**config.mk**
```make
export PLATFORM = sky130hd
export DESIGN_NAME = uart_tx
export DESIGN_NICKNAME = d
export VERILOG_FILES = /design/src/rtl/uart_tx.sv
export SDC_FILE = /design/constraint.sdc
export NUM_CORES = 1
export LEC_CHECK = 0
export CELL_PAD_IN_SITES_DETAIL_PLACEMENT = 1
export CELL_PAD_IN_SITES_GLOBAL_PLACEMENT = 1
export CORE_UTILIZATION = 35
export CTS_CLUSTER_DIAMETER = 200
export DETAILED_ROUTE_END_ITERATION = 8
export PLACE_DENSITY = 0.69
export SLEW_MARGIN = 5
export SYNTH_ARGS = -nofsm -noshare
export SYNTH_HDL_FRONTEND = slang
export SYNTH_SLANG_ARGS = --single-unit
```
**constraint.sdc**
```tcl
create_clock -name i_clk -period 2.8 [get_ports i_clk]
set_input_delay 0.56 -clock i_clk [delete_from_list [all_inputs] [get_ports i_clk]]
set_output_delay 0.56 -clock i_clk [all_outputs]
set_load 0.1 [all_outputs]
```
**src/rtl/uart_tx.sv**
```systemverilog
// UART 8N1 transmitter with a built-in oversampling tick generator.
// One byte per accepted request, LSB first, line idles high.
module uart_tx #(
    parameter int NB_DATA       = 8,
    parameter int CLKS_PER_TICK = 163,
    parameter int TICKS_PER_BIT = 16,
    parameter int NB_STOP_TICKS = 16
) (
    input  logic               i_clk,
    input  logic               i_reset,
    input  logic               i_tx_start,
    input  logic [NB_DATA-1:0] i_data,
    output logic               o_tx,
    output logic               o_tx_busy,
    output logic               o_tx_done
);

    localparam int CNT_W = (CLKS_PER_TICK > 1) ? $clog2(CLKS_PER_TICK) : 1;
    localparam int TMAX  = (TICKS_PER_BIT > NB_STOP_TICKS) ? TICKS_PER_BIT : NB_STOP_TICKS;
    localparam int TCK_W = (TMAX > 1) ? $clog2(TMAX) : 1;
    localparam int IDX_W = (NB_DATA > 1) ? $clog2(NB_DATA) : 1;

    localparam logic [CNT_W-1:0] CNT_LAST  = CNT_W'(CLKS_PER_TICK - 1);
    localparam logic [CNT_W-1:0] CNT_ONE   = CNT_W'(1);
    localparam logic [TCK_W-1:0] BIT_LAST  = TCK_W'(TICKS_PER_BIT - 1);
    localparam logic [TCK_W-1:0] STOP_LAST = TCK_W'(NB_STOP_TICKS - 1);
    localparam logic [TCK_W-1:0] TCK_ONE   = TCK_W'(1);
    localparam logic [IDX_W-1:0] IDX_LAST  = IDX_W'(NB_DATA - 1);
    localparam logic [IDX_W-1:0] IDX_ONE   = IDX_W'(1);

    typedef enum logic [1:0] {
        IDLE  = 2'd0,
        START = 2'd1,
        DATA  = 2'd2,
        STOP  = 2'd3
    } state_t;

    state_t             state_r,    state_next_s;
    logic [CNT_W-1:0]   cnt_r,      cnt_next_s;
    logic [TCK_W-1:0]   tick_cnt_r, tick_cnt_next_s;
    logic [IDX_W-1:0]   bit_idx_r,  bit_idx_next_s;
    logic [NB_DATA-1:0] shift_r,    shift_next_s;
    logic               tx_r,       tx_next_s;
    logic               busy_r,     busy_next_s;
    logic               done_r,     done_next_s;
    logic               tick_s;

    assign tick_s = (state_r != IDLE) && (cnt_r == CNT_LAST);

    // State and datapath registers; reset aborts any frame in flight.
    always_ff @(posedge i_clk or negedge i_reset) begin
        if (!i_reset) begin
            state_r    <= IDLE;
            cnt_r      <= '0;
            tick_cnt_r <= '0;
            bit_idx_r  <= '0;
            shift_r    <= '0;
            tx_r       <= 1'b1;
            busy_r     <= 1'b0;
            done_r     <= 1'b0;
        end else begin
            state_r    <= state_next_s;
            cnt_r      <= cnt_next_s;
            tick_cnt_r <= tick_cnt_next_s;
            bit_idx_r  <= bit_idx_next_s;
            shift_r    <= shift_next_s;
            tx_r       <= tx_next_s;
            busy_r     <= busy_next_s;
            done_r     <= done_next_s;
        end
    end

    // Next-state, tick bookkeeping and next registered line values.
    always_comb begin
        state_next_s    = state_r;
        tick_cnt_next_s = tick_cnt_r;
        bit_idx_next_s  = bit_idx_r;
        shift_next_s    = shift_r;
        tx_next_s       = tx_r;
        busy_next_s     = busy_r;
        done_next_s     = 1'b0;

        if (state_r == IDLE) begin
            cnt_next_s = '0;
        end else if (tick_s) begin
            cnt_next_s = '0;
        end else begin
            cnt_next_s = cnt_r + CNT_ONE;
        end

        case (state_r)
            IDLE: begin
                tx_next_s   = 1'b1;
                busy_next_s = 1'b0;
                if (i_tx_start) begin
                    shift_next_s    = i_data;
                    cnt_next_s      = '0;
                    tick_cnt_next_s = '0;
                    bit_idx_next_s  = '0;
                    state_next_s    = START;
                    tx_next_s       = 1'b0;
                    busy_next_s     = 1'b1;
                end else begin
                    state_next_s = IDLE;
                end
            end
            START: begin
                if (!tick_s) begin
                    state_next_s = START;
                end else if (tick_cnt_r == BIT_LAST) begin
                    tick_cnt_next_s = '0;
                    bit_idx_next_s  = '0;
                    state_next_s    = DATA;
                    tx_next_s       = shift_r[0];
                end else begin
                    tick_cnt_next_s = tick_cnt_r + TCK_ONE;
                end
            end
            DATA: begin
                if (!tick_s) begin
                    state_next_s = DATA;
                end else if (tick_cnt_r == BIT_LAST) begin
                    tick_cnt_next_s = '0;
                    shift_next_s    = shift_r >> 1;
                    // Last data bit leaves the line high for the stop bit.
                    if (bit_idx_r == IDX_LAST) begin
                        bit_idx_next_s = '0;
                        state_next_s   = STOP;
                        tx_next_s      = 1'b1;
                    end else begin
                        bit_idx_next_s = bit_idx_r + IDX_ONE;
                        tx_next_s      = shift_next_s[0];
                    end
                end else begin
                    tick_cnt_next_s = tick_cnt_r + TCK_ONE;
                end
            end
            STOP: begin
                if (!tick_s) begin
                    state_next_s = STOP;
                end else if (tick_cnt_r == STOP_LAST) begin
                    tick_cnt_next_s = '0;
                    state_next_s    = IDLE;
                    tx_next_s       = 1'b1;
                    busy_next_s     = 1'b0;
                    done_next_s     = 1'b1;
                end else begin
                    tick_cnt_next_s = tick_cnt_r + TCK_ONE;
                end
            end
            default: begin
                state_next_s    = IDLE;
                cnt_next_s      = '0;
                tick_cnt_next_s = '0;
                bit_idx_next_s  = '0;
                tx_next_s       = 1'b1;
                busy_next_s     = 1'b0;
            end
        endcase
    end

    assign o_tx      = tx_r;
    assign o_tx_busy = busy_r;
    assign o_tx_done = done_r;

endmodule

```
==> results of run 1 <==
metal layers:
| layer | vias up | GRT usage | share of wire |
|---|---|---|---|
| li1 | 503 | - | - |
| met3 | 2 | 0.0291 | 0.028 |
| met5 | - | 0 | 0 |
| met4 | 0 | 0.0479 | 0.0065 |
| met1 | 529 | 0.199 | 0.48 |
| met2 | 15 | 0.263 | 0.49 |
state kept, by name, summed over array words and instances, names as in the netlist:
signal / cells
bit_idx_r: 3
cnt_r: 8
o_tx: 1
o_tx_busy: 1
o_tx_done: 1
shift_r: 8
state_r: 2
tick_cnt_r: 4
how the worst min path moves through the flow:
stage               endpoint  cells past startpoint
3_5_place_dp   tick_cnt_r[2]                      1
5_1_grt           shift_r[0]                      1
3_3_place_gp    bit_idx_r[0]                      1
6_report            cnt_r[0]                      1
4_1_cts             cnt_r[0]                      1
2_1_floorplan   bit_idx_r[0]                      0
power by group through the flow:
stage	combinational [W]	clock (W)	sequential (W)
after detailed placement	0.000239	0	0.000572
after global placement	0.000227	0	0.000568
after CTS	0.000238	0.000257	0.000565
after global routing	0.000268	0.000274	0.000579
final	0.000233	0.000249	0.000563
after floorplan	0.000149	0	0.000582
area by class of cell:
type	count	area, um^2
Sequential cell	28	702
Tap cell	50	62.6
Fill cell	434	2330
Timing Repair Buffer	14	130
Inverter	1	3.75
Clock buffer	4	55.1
Multi-Input combinational cell	97	717
logic make-up after synthesis:
kind of cell,after synthesis
AND/OR/NAND/NOR,51
flip-flops,28
AO/OA/AOI/OAI,26
multiplexers,8
XOR/XNOR,7
buffers and inverters,7
adder cells (fa/ha/maj),5
cell usage in the layout, fill, tap and decap left out, drive strengths merged:
master	n
a21o	1
a21oi	1
a22o	1
a311oi	1
a31oi	2
a32o	3
and2	3
and2b	2
and3	6
and4b	1
buf	4
clkbuf	4
clkdlybuf4s50	10
dfrtp	27
dfstp	1
ha	5
inv	1
mux2	2
mux2i	6
nand2	7
nand3	10
nand4	2
nand4b	1
nor2	10
nor2b	2
nor3	4
o2111ai	1
o211ai	1
o21ai	10
o21bai	1
o22ai	1
o31ai	3
or3	3
xnor2	3
xor2	4
stage by stage:
step | total power, W | util | cells
finish | 0.00104 | 0.418 | 194
detailed placement | 0.000811 | 0.404 | 190
global route | 0.00112 | 0.418 | 194
floorplan | 0.000731 | - | 132
global placement | 0.000794 | 0.404 | 190
CTS | 0.00106 | 0.418 | 194
==> out/metrics.cfg, run 1 <==
[outcome]
status=completed

[drt]
initialDrtViolationCount=44
viasPerCell=5.41
wl_per_cell_um=15.0
drcViolationCount=0
antenna_left=0
drt_first_pass_iters=4
vias=1049
wl_mm=2.91

[global_routing]
grt_max_degree=29
grt_antenna_before_repair=0
grt_usage=0.155
grt_pass1_vias=1108
grt_pass1_wl_mm=5.13
grt_remaining_overflow=0

[critical_path]
startpoint=state_r[1]
rr_worst_depth=4
worstPathRequired_ns=2.96
cp_slowest_cell=dfrtp_1
endpoint=shift_r[0]
startpoint_type=register
timing.rr.end=shift_r[0]
rr_startpoint=state_r[1]
path_delay_family=simple AND/OR/NAND/NOR gates
crit_path_end_kind=register
arrival_ns=2.31
cp_slowest_stage_delay_ns=0.55
r2r_slack_ns=0.66
path_cells=nor2_1 -> nand2_1 -> and2_4 -> mux2_4
critPathBufInv=0
crit_cells=4
crit_type=reg2reg
path_max_fanout=14

[hold_path]
min-delay-start=cnt_r[0]
min_path_type=reg2reg

[timing]
fmax_mhz=466
holdWs_ns=0.508
rsz0062_at_grt=no
slew_viol_final=0
relSlewSlack=0.636
hold_viol=0
worst_slack_ns=0.656
skew_ns=0.00302
setup_tns_ns=0
worstMarginPinSlew_ns=0.546
setup_violations=0
fin_crit_ns=2.14
finalCritPeriodShare=0.766

[clock_network]
cts-root-buf=clkbuf_8
post_cts_buffers=0
ctsHoldBuffers=0
cts_tree=done
clock_sinks=28
clock_latency_ns=0.27
cts_buffers=3
htree_levels=1
post_cts_resized=0
clockBufferDepth=2
clk_pin_slew_ns=0.09

[placed_design]
port_buffers=13
dpl.hpwl_mm=2.21
dpl_cell_area_mm2=0.00162
gp_congestion=0.758
dp_slack_ns=0.673

[floorplanning]
die_y_um=66.5
die_width_um=66.5
die_area_mm2=0.00442
fp.coreArea_mm2=0.00400
initial_core_util=0.364
pin_count=14
rows=23

[pwr]
power_density_mw_per_mm2=625
vdd_drop_max_mv=0.236
p_clk_frac=0.238
internal_power_w=0.000715
p_seq_frac=0.539
p_sw_w=0.000330
swShare=0.316
pwr-share-comb=0.223
leakage_nw=0.725

[logic_synthesis]
synth_cell_types=45
yosys.area_share.xor_xnor=0.0421
synth_cells=132
synthTopCellsByCount=27 x dfrtp_1, 10 x nand3_1, 10 x nor2_1, 10 x o21ai_0, 7 x nand2_1
yosys_warnings=0
synth_compound_area_frac=0.131
synth_area_mm2=0.00146
async_flop_share=1.00
syn_nets=148
synth.top_cell.area_share=0.464
synthMuxAreaShare=0.0593
syn_avg_cell_area_um2=11.0
synth_top_family_by_area=simple AND/OR/NAND/NOR gates
yosysMostFrequentCell=dfrtp_1
ys_top_cells_by_area=dfrtp_1 46%, ha_1 4.3%, mux2i_1 4.1%
synth_seq_cells=28
synth_area_leader_cell=dfrtp_1
seq_area_frac_synth=0.482
synth_fa_ha_area_frac=0.0430
synth-edff-count=0
synth-simple-area-share=0.216
synth_ff_type=dfrtp_1

[cells_and_area]
layout-drive-gt1-share=0.167
final_area_mm2=0.00167
diodes=0
fin_nets=161
syn2layout_area_growth_pct=14.7

[flow_run]
maxCapViolCount=0

Note: power is estimated with default switching activity, not from simulation.
==> run 2: changes to the inputs <==
==> constraint.sdc (replaced) <==
create_clock -name i_clk -period 2.2 [get_ports i_clk]
set_input_delay 0.44 -clock i_clk [delete_from_list [all_inputs] [get_ports i_clk]]
set_output_delay 0.44 -clock i_clk [all_outputs]
set_load 0.1 [all_outputs]
==> run 2 against run 1 <==
Compared with the run above:
- non-clock buffer count up 2
- cell area up 1.9%
- clock skew about the same
- die area unchanged
- fmax up 19%
- core utilization up 0.78 points
- critical endpoint unchanged
- largest cell class unchanged
- largest power group unchanged
==> out/metrics.cfg, run 2 (synthesis gave the netlist of run 1 again) <==
[critical_path]
arrival_ns=1.97  ; -0.34 ns
rr_worst_depth=4  ; unchanged
crit_path_end_kind=register
path_max_fanout=14  ; unchanged
cp_slowest_cell=dfrtp_1
worstPathRequired_ns=2.37  ; -0.59 ns
critPathBufInv=0  ; unchanged
timing.rr.end=shift_r[0]
crit_type=reg2reg
startpoint_type=register
cp_slowest_stage_delay_ns=0.60  ; +0.05 ns
rr_startpoint=state_r[1]
r2r_slack_ns=0.40  ; -0.26 ns
path_cells=and2b_1 -> nand4_4 -> and2_4 -> mux2_4
path_delay_family=simple AND/OR/NAND/NOR gates

[drt]
initialDrtViolationCount=29  ; -34%
drcViolationCount=0  ; unchanged
viasPerCell=5.39  ; -0.27%
antenna_left=0  ; unchanged
drt_first_pass_iters=4  ; unchanged
vias=1057  ; +0.76%
wl_per_cell_um=16.1  ; +7.1%
wl_mm=3.15  ; +8.2%

[cells_and_area]
fill_cells=434  ; unchanged
multi_input_area_um2=717  ; unchanged
reg_top3=cnt_r: 8 flops, shift_r: 8 flops, tick_cnt_r: 4 flops
fin_nets=163  ; +1.2%
diodes=0  ; unchanged
layout_commonest_cell=dfrtp_1
final_cells=196  ; +1.0%
final_cell_mix=27 x dfrtp_1, 10 x nand3_1, 10 x nor2_1, 10 x o21ai_0, 10 x clkdlybuf4s50_1
final_area_mm2=0.00170  ; +1.9%
layout-drive-gt1-share=0.178  ; +0.0114
syn2layout_area_growth_pct=16.8
ff_latch_area_um2=702  ; unchanged

[floorplanning]
fp.coreArea_mm2=0.00400  ; unchanged
die_area_mm2=0.00442  ; unchanged
die_width_um=66.5  ; unchanged
pin_count=14  ; unchanged
die_y_um=66.5  ; unchanged
rows=23  ; unchanged
initial_core_util=0.364  ; unchanged

[flow_run]
maxCapViolCount=0  ; unchanged

[global_routing]
gr-max-usage-layer=met2
grt_usage=0.176  ; +0.0205
grt_remaining_overflow=0  ; unchanged
grt_antenna_before_repair=0  ; unchanged
grt_pass1_wl_mm=5.75  ; +12%
grt_pass1_vias=1142  ; +3.1%
use_met1=0.237  ; +0.0379
grt_max_degree=29  ; unchanged
use_met2=0.288  ; +0.0255
use_met3=0.0205  ; -0.00856

[placed_design]
placedCellCount=192  ; +1.1%
dpl_cell_area_mm2=0.00163  ; +0.93%
dpl.hpwl_mm=2.30  ; +4.4%
gp_congestion=0.781  ; +3.0%
port_buffers=13  ; unchanged

[timing]
fin_crit_ns=1.80  ; -0.340 ns
setup_violations=0  ; unchanged
hold_viol=0  ; unchanged
rsz0062_at_grt=no
setup_tns_ns=0  ; unchanged
relSlewSlack=0.650  ; +0.0138
skew_ns=0.00294  ; -0.0000850 ns
worstMarginPinSlew_ns=0.523  ; -0.0226 ns
slew_viol_final=0  ; unchanged
finalCritPeriodShare=0.820  ; +0.0541
fmax_mhz=554  ; +19%

[clock_network]
htree_levels=1  ; unchanged
post_cts_resized=0  ; unchanged
post_cts_buffers=0  ; unchanged
cts_tree=done
clock_latency_ns=0.28  ; about the same
cts-root-buf=clkbuf_8
clk_pin_slew_ns=0.10  ; about the same
ctsHoldBuffers=0  ; unchanged
clock_sinks=28  ; unchanged
cts_buffers=3  ; unchanged
clockBufferDepth=2  ; unchanged

[pwr]
power_density_mw_per_mm2=839  ; +34%
leakage_nw=0.742  ; +2.3%
total_power_w=0.00143  ; +37%
vdd_drop_max_mv=0.305  ; +29%

[hold_path]
min_to=bit_idx_r[0]
min_path_type=reg2reg
min-delay-start=bit_idx_r[0]
min_path_cells=1  ; unchanged

[outcome]
status=completed

run 2: changes by cell type in the layout (fill, tap and decap cells not counted):
cell	change
buf_4	+2
bufinv_16	+1
clkbuf_8	-1
run 2: metrics by stage:
stage,setup slack [ns],hold WS [ns],utilization
floorplan,0.549,0.144,-
global placement,0.468,0.479,0.408
detailed placement,0.417,0.492,0.408
CTS,0.390,0.507,0.425
global route,0.253,0.547,0.425
finish,0.396,0.500,0.425
run 2: how the worst max path moves through the flow:
stage          startpoint         end  slack [ns]  depth (start not counted)
3_3_place_gp   state_r[1]  shift_r[0]        0.47                          4
6_report       state_r[1]  shift_r[0]        0.40                          4
5_1_grt        state_r[1]  shift_r[0]        0.25                          4
4_1_cts        state_r[1]  shift_r[0]        0.39                          4
3_5_place_dp   state_r[1]  shift_r[0]        0.42                          4
2_1_floorplan    cnt_r[0]  shift_r[0]        0.55                          7
run 2: worst reg2reg max path, cell delays in order, from the launching register on:
cell and delay, ns:
dfrtp_1 0.60, and2b_1 0.41, nand4_4 0.18, and2_4 0.21, mux2_4 0.30
run 2: final cells by class:
class,count,area share
clock buffer,3,0.0243
clock inverter,1,0.0176
inverter,1,0.00221
multi-input combinational,97,0.421
sequential,28,0.413
tap,50,0.0368
timing repair buffer,16,0.0853
run 2: power by group:
part	leakage [nW]	internal [W]	total [W]	switching (W)
sequential	0.344	0.000606	0.000720	0.000114
combinational	0.362	0.000143	0.000301	0.000158
clock	0.0357	0.000244	0.000407	0.000164
total	0.742	0.000993	0.00143	0.000436
run 2: layer usage:
| layer | wire length (um) | vias up |
|---|---|---|
| met5 | 0 | - |
| li1 | - | 507 |
| met3 | 70 | 4 |
| met4 | 38 | 0 |
| met1 | 1510 | 533 |
| met2 | 1540 | 13 |
